$ cat src/rtl/debug_pkg.sv
// Shared types, constants and RV32I encode helpers for the debug instruction encoder.
package debug_pkg;

  typedef enum logic [1:0] {
    OP_READ_REG  = 2'b00,
    OP_WRITE_REG = 2'b01,
    OP_READ_MEM  = 2'b10,
    OP_FLUSH     = 2'b11
  } cmd_op_t;

  typedef enum logic [2:0] {
    ST_IDLE  = 3'd0,
    ST_ISSUE = 3'd1,
    ST_GAP   = 3'd2,
    ST_DRAIN = 3'd3,
    ST_DONE  = 3'd4
  } enc_state_t;

  localparam logic [6:0]  OPC_LUI    = 7'b0110111;
  localparam logic [6:0]  OPC_OP_IMM = 7'b0010011;
  localparam logic [6:0]  OPC_LOAD   = 7'b0000011;
  localparam logic [6:0]  OPC_STORE  = 7'b0100011;
  localparam logic [31:0] RV_NOP     = 32'h00000013;

  localparam logic [11:0] MAILBOX_OFF_DEF = 12'h400;
  localparam logic [4:0]  SCRATCH_REG_DEF = 5'd31;
  localparam int          HAZ_NOPS_DEF    = 2;
  localparam int          NOP_DRAIN_DEF   = 3;

  function automatic logic [31:0] enc_lui(input logic [4:0] rd, input logic [19:0] imm20);
    return {imm20, rd, OPC_LUI};
  endfunction

  function automatic logic [31:0] enc_addi(input logic [4:0] rd, input logic [4:0] rs1,
                                           input logic [11:0] imm12);
    return {imm12, rs1, 3'b000, rd, OPC_OP_IMM};
  endfunction

  function automatic logic [31:0] enc_lw(input logic [4:0] rd, input logic [4:0] rs1,
                                         input logic [11:0] imm12);
    return {imm12, rs1, 3'b010, rd, OPC_LOAD};
  endfunction

  function automatic logic [31:0] enc_sw(input logic [4:0] rs2, input logic [4:0] rs1,
                                         input logic [11:0] imm12);
    return {imm12[11:5], rs2, rs1, 3'b010, imm12[4:0], OPC_STORE};
  endfunction

  // Index of the final real instruction for each command; drain-only commands never use it.
  function automatic logic [1:0] last_step(input cmd_op_t op);
    case (op)
      OP_WRITE_REG: return 2'd1;
      OP_READ_MEM:  return 2'd2;
      default:      return 2'd0;
    endcase
  endfunction

endpackage

$ cat src/rtl/rv_imm_split.sv
// Splits a 32-bit constant into LUI/ADDI halves. ADDI sign-extends its 12-bit
// immediate, so the upper part absorbs bit 11 to cancel the extension.
module rv_imm_split
  import debug_pkg::*;
(
  input  logic [31:0] value,
  output logic [19:0] hi,
  output logic [11:0] lo
);

  // Upper part wraps modulo 2^20, which is exactly what LUI+ADDI reconstructs.
  always_comb begin
    lo = value[11:0];
    hi = value[31:12] + {19'd0, value[11]};
  end

endmodule

$ cat src/rtl/debug_instr_encoder.sv
// Turns debugger commands into RV32I instruction words injected into the core.
//
// Handshake rules (both ports): a transfer happens on the cycle where valid and
// ready are both high at the rising clock edge. A producer holding valid keeps
// its payload stable until the transfer; instr is a function of registered state
// only, so it never depends on instr_ready combinationally.
module debug_instr_encoder
  import debug_pkg::*;
#(
  parameter logic [11:0] MAILBOX_OFF = MAILBOX_OFF_DEF,
  parameter logic [4:0]  SCRATCH_REG = SCRATCH_REG_DEF,
  parameter int          HAZ_NOPS    = HAZ_NOPS_DEF,
  parameter int          NOP_DRAIN   = NOP_DRAIN_DEF
) (
  input  logic        clk,
  input  logic        rst_n,
  input  logic        cmd_valid,
  output logic        cmd_ready,
  input  logic [1:0]  cmd_op,
  input  logic [4:0]  cmd_reg,
  input  logic [31:0] cmd_addr,
  input  logic [31:0] cmd_data,
  output logic        instr_valid,
  input  logic        instr_ready,
  output logic [31:0] instr,
  output logic        busy,
  output logic        done
);

  enc_state_t  state, state_n;
  logic [1:0]  step, step_n;
  logic [7:0]  cnt, cnt_n;

  cmd_op_t     op_q;
  logic [4:0]  rd_q;
  logic [31:0] addr_q;
  logic [31:0] data_q;

  logic [19:0] data_hi, addr_hi;
  logic [11:0] data_lo, addr_lo;
  logic [31:0] issue_word;
  logic        accept_cmd;
  logic        fire;
  cmd_op_t     cmd_op_e;

  assign cmd_op_e   = cmd_op_t'(cmd_op);
  assign accept_cmd = cmd_valid && cmd_ready;
  assign fire       = instr_valid && instr_ready;

  rv_imm_split u_split_data (
    .value (data_q),
    .hi    (data_hi),
    .lo    (data_lo)
  );

  rv_imm_split u_split_addr (
    .value (addr_q),
    .hi    (addr_hi),
    .lo    (addr_lo)
  );

  // Command fields are captured only on acceptance, so later cmd_* activity cannot disturb a run.
  always_ff @(posedge clk or negedge rst_n) begin
    if (!rst_n) begin
      op_q   <= OP_READ_REG;
      rd_q   <= 5'd0;
      addr_q <= 32'd0;
      data_q <= 32'd0;
    end else if (accept_cmd) begin
      op_q   <= cmd_op_e;
      rd_q   <= cmd_reg;
      addr_q <= cmd_addr;
      data_q <= cmd_data;
    end
  end

  // State, step index and NOP counter; reset abandons any sequence in flight.
  always_ff @(posedge clk or negedge rst_n) begin
    if (!rst_n) begin
      state <= ST_IDLE;
      step  <= 2'd0;
      cnt   <= 8'd0;
    end else begin
      state <= state_n;
      step  <= step_n;
      cnt   <= cnt_n;
    end
  end

  // Next-state logic: steps advance only on an accepted word.
  always_comb begin
    state_n = state;
    step_n  = step;
    cnt_n   = cnt;
    case (state)
      ST_IDLE: begin
        if (accept_cmd) begin
          step_n = 2'd0;
          cnt_n  = 8'd0;
          if (cmd_op_e == OP_FLUSH || (cmd_op_e == OP_WRITE_REG && cmd_reg == 5'd0))
            state_n = (NOP_DRAIN > 0) ? ST_DRAIN : ST_DONE;
          else
            state_n = ST_ISSUE;
        end
      end
      ST_ISSUE: begin
        if (fire) begin
          cnt_n = 8'd0;
          if (step == last_step(op_q))
            state_n = (NOP_DRAIN > 0) ? ST_DRAIN : ST_DONE;
          else if (HAZ_NOPS > 0)
            state_n = ST_GAP;
          else
            step_n = step + 2'd1;
        end
      end
      ST_GAP: begin
        if (fire) begin
          if (cnt == 8'(HAZ_NOPS - 1)) begin
            state_n = ST_ISSUE;
            step_n  = step + 2'd1;
            cnt_n   = 8'd0;
          end else begin
            cnt_n = cnt + 8'd1;
          end
        end
      end
      ST_DRAIN: begin
        if (fire) begin
          if (cnt == 8'(NOP_DRAIN - 1)) begin
            state_n = ST_DONE;
            cnt_n   = 8'd0;
          end else begin
            cnt_n = cnt + 8'd1;
          end
        end
      end
      ST_DONE: begin
        state_n = ST_IDLE;
        step_n  = 2'd0;
        cnt_n   = 8'd0;
      end
      default: begin
        state_n = ST_IDLE;
        step_n  = 2'd0;
        cnt_n   = 8'd0;
      end
    endcase
  end

  // Real instruction for the current step of the latched command.
  always_comb begin
    issue_word = RV_NOP;
    case (op_q)
      OP_READ_REG:  issue_word = enc_sw(rd_q, 5'd0, MAILBOX_OFF);
      OP_WRITE_REG: issue_word = (step == 2'd0) ? enc_lui(rd_q, data_hi)
                                                : enc_addi(rd_q, rd_q, data_lo);
      OP_READ_MEM: begin
        case (step)
          2'd0:    issue_word = enc_lui(SCRATCH_REG, addr_hi);
          2'd1:    issue_word = enc_lw(SCRATCH_REG, SCRATCH_REG, addr_lo);
          default: issue_word = enc_sw(SCRATCH_REG, 5'd0, MAILBOX_OFF);
        endcase
      end
      default:      issue_word = RV_NOP;
    endcase
  end

  // Outputs decoded from registered state; GAP and DRAIN inject the canonical NOP.
  always_comb begin
    cmd_ready   = (state == ST_IDLE);
    busy        = (state != ST_IDLE);
    done        = (state == ST_DONE);
    instr_valid = (state == ST_ISSUE) || (state == ST_GAP) || (state == ST_DRAIN);
    instr       = (state == ST_ISSUE) ? issue_word : RV_NOP;
  end

endmodule

$ cat config.mk
export PLATFORM = sky130hd
export DESIGN_NAME = debug_instr_encoder
export DESIGN_NICKNAME = d
export VERILOG_FILES = /design/src/rtl/debug_pkg.sv /design/src/rtl/rv_imm_split.sv /design/src/rtl/debug_instr_encoder.sv
export SDC_FILE = /design/constraint.sdc
export NUM_CORES = 1
export LEC_CHECK = 0
export CAP_MARGIN = 20
export CELL_PAD_IN_SITES_DETAIL_PLACEMENT = 1
export CELL_PAD_IN_SITES_GLOBAL_PLACEMENT = 2
export CORE_MARGIN = 5
export CORE_UTILIZATION = 32
export CTS_CLUSTER_SIZE = 16
export DETAILED_ROUTE_END_ITERATION = 8
export PLACE_DENSITY_LB_ADDON = 0.15
export SLEW_MARGIN = 25
export SYNTH_ARGS = -nofsm -noshare
export SYNTH_HDL_FRONTEND = slang
export SYNTH_SLANG_ARGS = --single-unit
export TNS_END_PERCENT = 10
$ cat constraint.sdc
create_clock -name clk -period 3.7 [get_ports clk]
set_input_delay 0.925 -clock clk [delete_from_list [all_inputs] [get_ports clk]]
set_output_delay 0.925 -clock clk [all_outputs]
set_load 0.005 [all_outputs]
=== After elaboration in Yosys (flattened, before gate mapping) ===
Index checks and enable logic that the tools add are counted.

* Register bits: 84
* Input port bits: 75
* Word-level logic and storage cells: 72

* Add/sub/neg operators: 4
* Equality and inequality tests: 18
* Mux-type cells: 27
* Bitwise gates (word level): 1
* Reduce and logical (&&, ||, !) cells: 15

{| class="wikitable"
|+ Operators with widths
! operator !! number
|-
| case mux 32 bit (3 select lines) || 1
|-
| 2-to-1 mux 32 bit || 2
|-
| case mux 32 bit (2 select lines) || 1
|-
| 2-to-1 mux 8 bit || 6
|-
| adder 20 x 1 -> 20 bit || 2
|-
| case mux 8 bit (4 select lines) || 1
|-
| 2-to-1 mux 3 bit || 6
|-
| 2-to-1 mux 2 bit || 6
|-
| case mux 3 bit (4 select lines) || 1
|-
| != test 2 bit, second input constant || 5
|-
| adder 8 x 1 -> 8 bit, second input constant || 1
|-
| == test 8 x 1 -> 1 bit, second input constant || 1
|-
| == test 8 x 2 -> 1 bit, second input constant || 1
|-
| AND reduction 4 bit || 2
|-
| == test 2 x 1 -> 1 bit, second input constant || 3
|-
| == test 3 x 2 -> 1 bit, second input constant || 2
|-
| case mux 2 bit (3 select lines) || 1
|-
| AND reduction 6 bit || 1
|-
| zero test 5 bit || 1
|-
| == test 2 bit, second input constant || 2
|-
| zero test 2 bit || 2
|-
| case mux 2 bit (2 select lines) || 1
|-
| == test 3 x 1 -> 1 bit, second input constant || 1
|-
| == test 3 bit, second input constant || 1
|-
| other kinds (10) || 14
|}

=== Depth between registers and ports, before layout ===
Gate-level depths: netlist of the first run.

* Depth after elaboration: 10
* Mapped depth: 8

=== Hierarchy ===
Synthesis of the first run repeated with hierarchy kept, for this count alone.

* Cells, all modules: 513
* Area, all modules: 5382.7 µm²

{| class="wikitable"
|+ By module, submodules not included
! module !! times used !! cells an instance !! area each (µm²) !! seq. area each (µm²)
|-
| debug_instr_encoder || 1 || 387 || 4449.3 || 2102.0
|-
| rv_imm_split || 2 || 63 || 466.7 || 0.0
|}

=== Least setup slack after synthesis of the first run ===
OpenSTA, ideal clock, no wires.

* Path type: flip-flop to output port
* Start: reg data_q[11]
* End: out instr[30]
* Arrival time: 2.180 ns
* Required time: 2.775 ns
* Setup slack: 0.595 ns
* Cell stages (with the launch flop): 9
* Path buffers: 1
* Cell sequence: dfrtp_1 > ha_1 > ha_1 > nand3_2 > or4_1 > buf_2 > or4_1 > a21oi_1 > a311o_1

* Word-level cells in the longest chain between the ends: 4

{| class="wikitable"
|+ Ends and longest elaborated chain
! item !! RTL line !! RTL
|-
| start, declared || debug_instr_encoder.sv:37 || <nowiki>logic [31:0] data_q;</nowiki>
|-
| start signal, assigned || debug_instr_encoder.sv:73 || <nowiki>data_q <= cmd_data;</nowiki>
|-
| adder 20 x 1 -> 20 bit || rv_imm_split.sv:14 || <nowiki>hi = value[31:12] + {19'd0, value[11]};</nowiki>
|-
| 2-to-1 mux 32 bit || debug_instr_encoder.sv:156 || <nowiki>OP_WRITE_REG: issue_word = (step == 2'd0) ? enc_lui(rd_q, data_hi)</nowiki>
|-
| case mux 32 bit (3 select lines) || debug_instr_encoder.sv:154 || <nowiki>case (op_q)</nowiki>
|-
| 2-to-1 mux 32 bit || debug_instr_encoder.sv:175 || <nowiki>instr = (state == ST_ISSUE) ? issue_word : RV_NOP;</nowiki>
|-
| end, declared || debug_instr_encoder.sv:25 || <nowiki>output logic [31:0] instr,</nowiki>
|}

Every way passes these cells.

=== Final worst setup path of the first run ===
* Start: reg data_q[19]
* End: out instr[31]

Same word-level chain as after synthesis.

==> summary.md, run 1 <==
| Metric | Value |
|---|---|
| 1st-pass router iterations | `4` |
| Layout Nets | `between 700 and 800` |
| Post-synth top cells | `84 x dfrtp_1, 64 x mux2_2, 35 x o21ai_0` |
| Final hold vios | `0` |
| Bufs on Longest Clock Path | `2` |
| Die W | `between 100 and 150 µm` |
| Post-synthesis adder-cell area fraction | `0.0250` |
| Final RePlAce weighted congestion | `~0.86` |
| Reg2reg start | `cnt[5]` |
| Core ar. | `about 15000 µm²` |
| Port Buf Inserts | `106` |
| Post-CTS Hold Buffers | `0` |
| Data required, critical path | `2.77 ns` |
| # H-tree levels | `3` |
| Clock Latency Late Sink | `about 0.35 ns` |
| Mux contribution to synthesized area | `0.158` |
| Post-Synth Simple-Gate Area | `0.153` |
| Worst setup EP type | `output pin` |
| Clk sinks | `between 80 and 90` |
| Largest family of logic cells by synthesized area | `multiplexers` |
| Top-area cell type share of the netlist area | `0.420` |
| Most used DFF post-synth | `dfrtp_1` |
| Main area contributors after synthesis | `dfrtp_1 42%, mux2_2 14%, o21ai_0 3.5%` |
| Design area | `approximately 7000 µm²` |
| Failing checks | `negative setup slack` |
| Critical Path Source | `data_q[19]` |
| Via-to-Cell Ratio | `roughly 5.2` |
| Mapped Area | `5000 µm²` |
| Total negative slack | `-0.0590 ns` |
| Clock slew at reported path FFs | `roughly 0.060 ns` |
| Yosys cell types | `55` |
| Final Total Pwr | `about 5.3 mW` |
| Post-DP Area | `6390 µm²` |
| Clk root buf | `clkbuf_16` |
| Achievable Freq | `roughly 270 MHz` |
| Synth Area in XOR/XNOR | `0.0508` |
| Crit-path max FO | `5` |
| Max Cap Viol | `0` |
| Drt initial violations | `roughly 200` |
| Yosys Warn Count | `0` |
| DRC | `0` |
| Final worst setup slack | `-0.0590 ns` |
| Max-slew violation count | `0` |
| Worst-Margin Slew | `approximately 0.57 ns` |
| Synth-to-layout area growth | `37.5%` |
| GRT Util Overall | `0.183` |
| Initial Util | `0.328` |
| Fin crit share | `1.02` |
| Cells after synthesis | `~510` |
| Asr flop ratio synth | `1.00` |
| Min-delay worst type | `flop to flop` |
| Number of fill cells in the layout | `1682` |
| WL/cell | `between 15 and 20 µm` |
| Largest net degree at the start of global routing | `~80` |
| Core Rows | `between 40 and 50` |
| Share of layout cells above drive strength 1 | `0.216` |
| Vert. Die Dim | `approximately 140 µm` |
| CP Launch Type | `flop` |
| VDD IR max | `about 0.3 mV` |
| Max transition margin | `0.623` |
| Final setup vio count | `1` |
| Setup Crit Path Kind | `flop to output pin` |
| Layout Utilization | `0.451` |
| Vias in the first global route | `~4700` |
| Sequential element share of the synthesized area | `0.420` |
| Post-synth EDFFs | `0` |
| Final wirelength | `16100 µm` |
| Unrepaired setup endpoints after global routing | `true` |
| Syn Area/Cell | `roughly 9.9 µm²` |
| TritonCTS clock tree | `yes` |
| First-pass GRT wire length | `about 26000 µm` |
| Synth Area in Compound Gates | `0.149` |
| Most common cell in the netlist | `dfrtp_1` |
| DIE AREA | `about 18000 µm²` |
| Cell taking the most area after synthesis | `dfrtp_1` |
| PwrDens | `between 700 and 800 nW/µm²` |
| Vias post-DR | `around 4300` |
| Static Leak | `about 2.7 nW` |
| CP arrival | `roughly 2.8 ns` |
| Total CTS buffers | `9` |
| Boundary Pins | `111` |
| Fin crit period | `roughly 3.8 ns` |
| Skew final | `~0.0038 ns` |
| Antenna-violating nets left | `0` |
| Initial antenna violation count | `0` |
| Synthesized flop and latch total | `84` |
| Status | `finished, violations left` |
| Hold_sp | `cnt[7]` |
| Detailed Place HPWL | `between 10000 and 15000 µm` |
| Remaining global-route overflow | `0` |
| Antenna diodes | `0` |
worst paths after layout:
kind                        endpoint  slack [ns]  depth (start not counted)
max                        instr[31]       -0.06                          6
min                           cnt[7]        0.49                          1
max reg2reg                 state[0]        1.50                          5
min reg2reg                   cnt[7]        0.49                          1
max in group asynchronous     cnt[2]        2.48                          2
min in group asynchronous  data_q[8]        0.56                          1
cell families after synthesis:
| kind of cell | Yosys count |
|---|---|
| DFF | 84 |
| AOI/OAI and AO/OA | 113 |
| xor gates and xnor gates | 29 |
| adders and majority gates | 10 |
| buffers and inverters | 49 |
| other | 2 |
| muxes | 71 |
| and+or+nand+nor | 149 |
cell type report:
cell class	count	area, µm²	share of cell area
Inverter	16	60.1	0.00873
Clock inverter	4	97.6	0.0142
Timing Repair Buffer	132	1280	0.186
Sequential cell	84	2100	0.306
Multi-Input combinational cell	376	2830	0.412
Tap cell	211	264	0.0384
Clock buffer	12	236	0.0344
flip-flops by register name, summed over array words and instances (netlist names):
| name | count |
|---|---|
| cnt | 8 |
| state | 3 |
| step | 2 |
| op_q | 2 |
| rd_q | 5 |
| addr_q | 32 |
| data_q | 32 |
metrics by stage:
| stage | std cells | hold WS, ns | worst slack, ns |
|---|---|---|---|
| after floorplan | 509 | 0.447 | 0.595 |
| final | 835 | 0.491 | -0.0590 |
| after detailed placement | 818 | 0.477 | -0.0136 |
| after CTS | 835 | 0.491 | -0.134 |
| after global placement | 818 | 0.472 | 0.0740 |
| after global routing | 835 | 0.507 | -0.156 |
worst max-delay path, cell delays in order, from the launching register on:
cell and delay [ns]:
dfrtp_1 0.43, nand4_1 0.20, or4_4 0.55, or4_4 0.51, a21oi_4 0.15, a211o_1 0.15
clkdlybuf4s50_1 0.51
power breakdown:
group          switching (mW)  leakage (nW)  internal (mW)
Clock                   0.377         0.157          0.661
Combinational            1.22          1.54           1.24
Sequential              0.485          1.02           1.36
Total                    2.08          2.72           3.26
layout by cell type, fill, tap and decap left out, drive strengths merged, types with 3 or more instances in the layout:
cell           count
nand2b             4
nand3             25
nand4              9
clkdlybuf4s50    100
o211ai             4
inv               16
and2               3
and3               9
dlygate4sd2        3
nor2b              5
nor4               3
o31ai              4
nor3              10
ha                10
xor2              10
conb               4
xnor2             19
nor2              33
a31oi              5
or4                8
a22oi              4
a21o               4
nand2             31
o21bai             3
a21oi             26
mux2              65
clkbuf            12
a221oi             4
buf               27
dfrtp             84
or3                3
bufinv             3
mux2i              6
o21ai             35
a221o              6
what timing repair did:
item                                    CTS  global route
pin swaps                                11             3
buffers inserted                          1             0
resized for setup                        22            14
endpoints found under the setup margin    8            17
routing by layer:
layer  vias to the layer above  wire length (µm)  global-route usage
met1                      2145              7550               0.246
met3                        26               612              0.0443
met5                         -                 0                   0
met4                         0               395              0.0571
met2                        85              7510               0.291
li1                       2059                 -                   -
Power figures use the tool's default switching activity.
==> run 2: changes to the inputs <==
Settings changed: SKIP_LAST_GASP set to 1.
==> run 2 against run 1 <==
The flow still finishes with violations (negative setup slack). Worst setup slack worse by 0.098 ns. Die area unchanged. Global-route usage about the same. Clock power hardly changed. Power down 1.2%. Via count fell by 0.46%. Sequential power about the same. Count of clock-buffer cells in the layout unchanged. Sequential cell count did not move. Worst hold slack is the same. Core utilization is 0.52 points lower. Critical path depth rose by 2. Largest power group unchanged. Highest routed layer unchanged.
==> summary.md, run 2 (synthesis gave the netlist of run 1 again) <==
| Metric | Value |
|---|---|
| Status | `finished, violations left (unchanged)` |
| Failing checks | `negative setup slack (unchanged)` |
| Worst setup EP type | `output pin (unchanged)` |
| Core ar. | `15300 µm² (unchanged)` |
| Critical path's slowest cell | `or4_4 (unchanged)` |
| TritonCTS clock tree | `yes (unchanged)` |
| PwrDens | `776 nW/µm² (was 777 nW/µm²)` |
| Crit Reg-Reg Endpoint | `state[0] (unchanged)` |
| Fin cells | `835 (unchanged)` |
| Leading registers by flop count | `addr_q: 32 flops, data_q: 32 flops, cnt: 8 flops (unchanged)` |
| Antenna-violating nets left | `0 (unchanged)` |
| Placed cells | `818 (unchanged)` |
| CP arrival | `2.93 ns (was 2.83 ns)` |
| Boundary Pins | `111 (unchanged)` |
| Synth-to-layout area growth | `35.9% (was 37.5%)` |
| Total CTS buffers | `9 (unchanged)` |
| Initial antenna violation count | `0 (unchanged)` |
| DIE AREA | `18200 µm² (unchanged)` |
| VDD IR max | `0.300 mV (about the same)` |
| Max-slew violation count | `0 (unchanged)` |
| Crit-path max FO | `6 (was 5)` |
| Clock Latency Late Sink | `0.35 ns (about the same)` |
| Antenna diodes | `0 (unchanged)` |
| Clk root buf | `clkbuf_16 (unchanged)` |
| Reg2reg start | `cnt[5] (unchanged)` |
| Number of fill cells in the layout | `1693 (was 1682)` |
| WL/cell | `19.2 µm (about the same)` |
| Hold slack final | `0.491 ns (unchanged)` |
| Register Area | `2100 µm² (about the same)` |
| Skew final | `0.00405 ns (was 0.00379 ns)` |
| Bufs on Longest Clock Path | `2 (unchanged)` |
| DRC | `0 (unchanged)` |
| Detailed Place HPWL | `12100 µm (unchanged)` |
| Unrepaired setup endpoints after global routing | `true (unchanged)` |
| Final setup vio count | `5 (was 1)` |
| Setup Crit Path Kind | `flop to output pin (unchanged)` |
| Max incr delay on CP | `0.59 ns (was 0.55 ns)` |
| Fin crit period | `3.86 ns (was 3.76 ns)` |
| GRT Util Overall | `0.183 (about the same)` |
| Clock slew at reported path FFs | `0.06 ns (about the same)` |
| Total negative slack | `-0.533 ns (was -0.0590 ns)` |
| Min-delay worst type | `flop to flop (unchanged)` |
| Largest net degree at the start of global routing | `79 (unchanged)` |
| Post-CTS Hold Buffers | `0 (unchanged)` |
| Layout Nets | `704 (unchanged)` |
| Achievable Freq | `259 MHz (was 266 MHz)` |
| Data required, critical path | `2.77 ns (about the same)` |
| Drt initial violations | `218 (was 195)` |
| Final wirelength | `16000 µm (was 16100 µm)` |
| Vias post-DR | `4295 (was 4315)` |
| Max Cap Viol | `0 (unchanged)` |
| Port Buf Inserts | `106 (unchanged)` |
| Cells on worst reg2reg path | `5 (unchanged)` |
| First-pass GRT wire length | `26100 µm (was 26000 µm)` |
| Remaining global-route overflow | `0 (unchanged)` |
| Core Rows | `45 (unchanged)` |
| Final hold vios | `0 (unchanged)` |
| Critical Path Source | `data_q[11] (was data_q[19])` |
| Max transition margin | `0.547 (was 0.623)` |
| Clk sinks | `84 (unchanged)` |
| Vias in the first global route | `4735 (was 4719)` |
| Final worst setup slack | `-0.157 ns (was -0.0590 ns)` |
| Die W | `135 µm (unchanged)` |
| Crit path cell chain | `ha_2, ha_2, nand3_2, or4_4, o21ai_0, a31oi_4, a221o_1, clkdlybuf4s50_1 (was nand4_1, or4_4, or4_4, a21oi_4, a211o_1, clkdlybuf4s50_1)` |
| Static Leak | `2.69 nW (was 2.72 nW)` |
| Initial Util | `0.328 (unchanged)` |
| Top cell by count, worst path | `ha_2 (was or4_4)` |
| Layout Utilization | `0.446 (was 0.451)` |
| CP Capture Point | `instr[26] (was instr[31])` |
| CP Launch Type | `flop (unchanged)` |
| # H-tree levels | `3 (unchanged)` |
| Commonest non-fill, non-tap cells in the layout | `102 x clkdlybuf4s50_1, 84 x dfrtp_1, 64 x mux2_2 (was 100 x clkdlybuf4s50_1, 83 x dfrtp_1, 64 x mux2_2)` |
| Vert. Die Dim | `135 µm (unchanged)` |
| 1st-pass router iterations | `4 (unchanged)` |
| Worst-Margin Slew | `0.678 ns (was 0.565 ns)` |
| Via-to-Cell Ratio | `5.14 (was 5.17)` |
| Most common cell after layout, fill and taps aside | `clkdlybuf4s50_1 (unchanged)` |
| Final RePlAce weighted congestion | `0.861 (unchanged)` |
| Share of layout cells above drive strength 1 | `0.200 (was 0.216)` |
| Footprint of the multi-input gates | `2760 µm² (was 2830 µm²)` |
| Fin crit share | `1.04 (was 1.02)` |
| Flop-to-flop setup slack | `1.49 ns (was 1.50 ns)` |
## run 2: cell types whose count changed in the layout (fill, tap and decap cells not counted), moves of 2 or more
cell	delta
ha_1	+2
ha_4	-2
o21ai_0	+2
o21ai_1	-2
or4_1	+2
clkdlybuf4s50_1	+2
or4_4	-2
## run 2: per-stage QoR
step / instance area, µm² / setup WS [ns] / power, mW
finish: 6800 / -0.157 / 5.28
global placement: 6390 / 0.0740 / 4.15
detailed placement: 6390 / -0.0136 / 4.23
floorplan: 5010 / 0.595 / 3.25
CTS: 6790 / -0.177 / 5.34
global route: 6800 / -0.278 / 5.68
## run 2: layout make-up
type / instances / share of cell area
Clock buffer: 12 / 0.0348
Clock inverter: 4 / 0.0144
Inverter: 16 / 0.00883
Multi-Input combinational cell: 376 / 0.406
Sequential cell: 84 / 0.309
Tap cell: 211 / 0.0388
Timing Repair Buffer: 132 / 0.188
## run 2: how the worst min path moves through the flow
stage,startpoint,end,cells after the start
floorplan,cnt[7],cnt[7],1
global placement,cnt[7],cnt[7],1
detailed placement,cnt[7],cnt[7],1
CTS,cnt[7],cnt[7],1
global route,cnt[7],cnt[7],1
finish,cnt[7],cnt[7],1
## run 2: power by group
group          internal [mW]  switching (mW)  leakage, nW  total [mW]
Sequential              1.35           0.471         1.02        1.83
Clock                  0.661           0.377        0.157        1.04
Combinational           1.22            1.20         1.52        2.41
## run 2: worst max-delay path, delay by kind of cell (launching register included)
kind,cells,cell delay (ns)
buf+inv,1,0.45
flops,1,0.36
compound gates,3,0.73
simple gates,2,0.66
fa+ha+maj,2,0.39
## run 2: routing by layer
metal / vias to the layer above / track usage / part of all wire
met2: 90 / 0.292 / 0.47
met5: - / 0 / 0
met4: 0 / 0.0566 / 0.024
li1: 2056 / - / -
met1: 2123 / 0.246 / 0.47
met3: 26 / 0.0443 / 0.041
## run 2: repair_timing
action,CTS,global route
buffers inserted,1,0
cloned,0,0
pin swaps,8,1
gates resized for setup,14,2
setup endpoints to repair,8,19
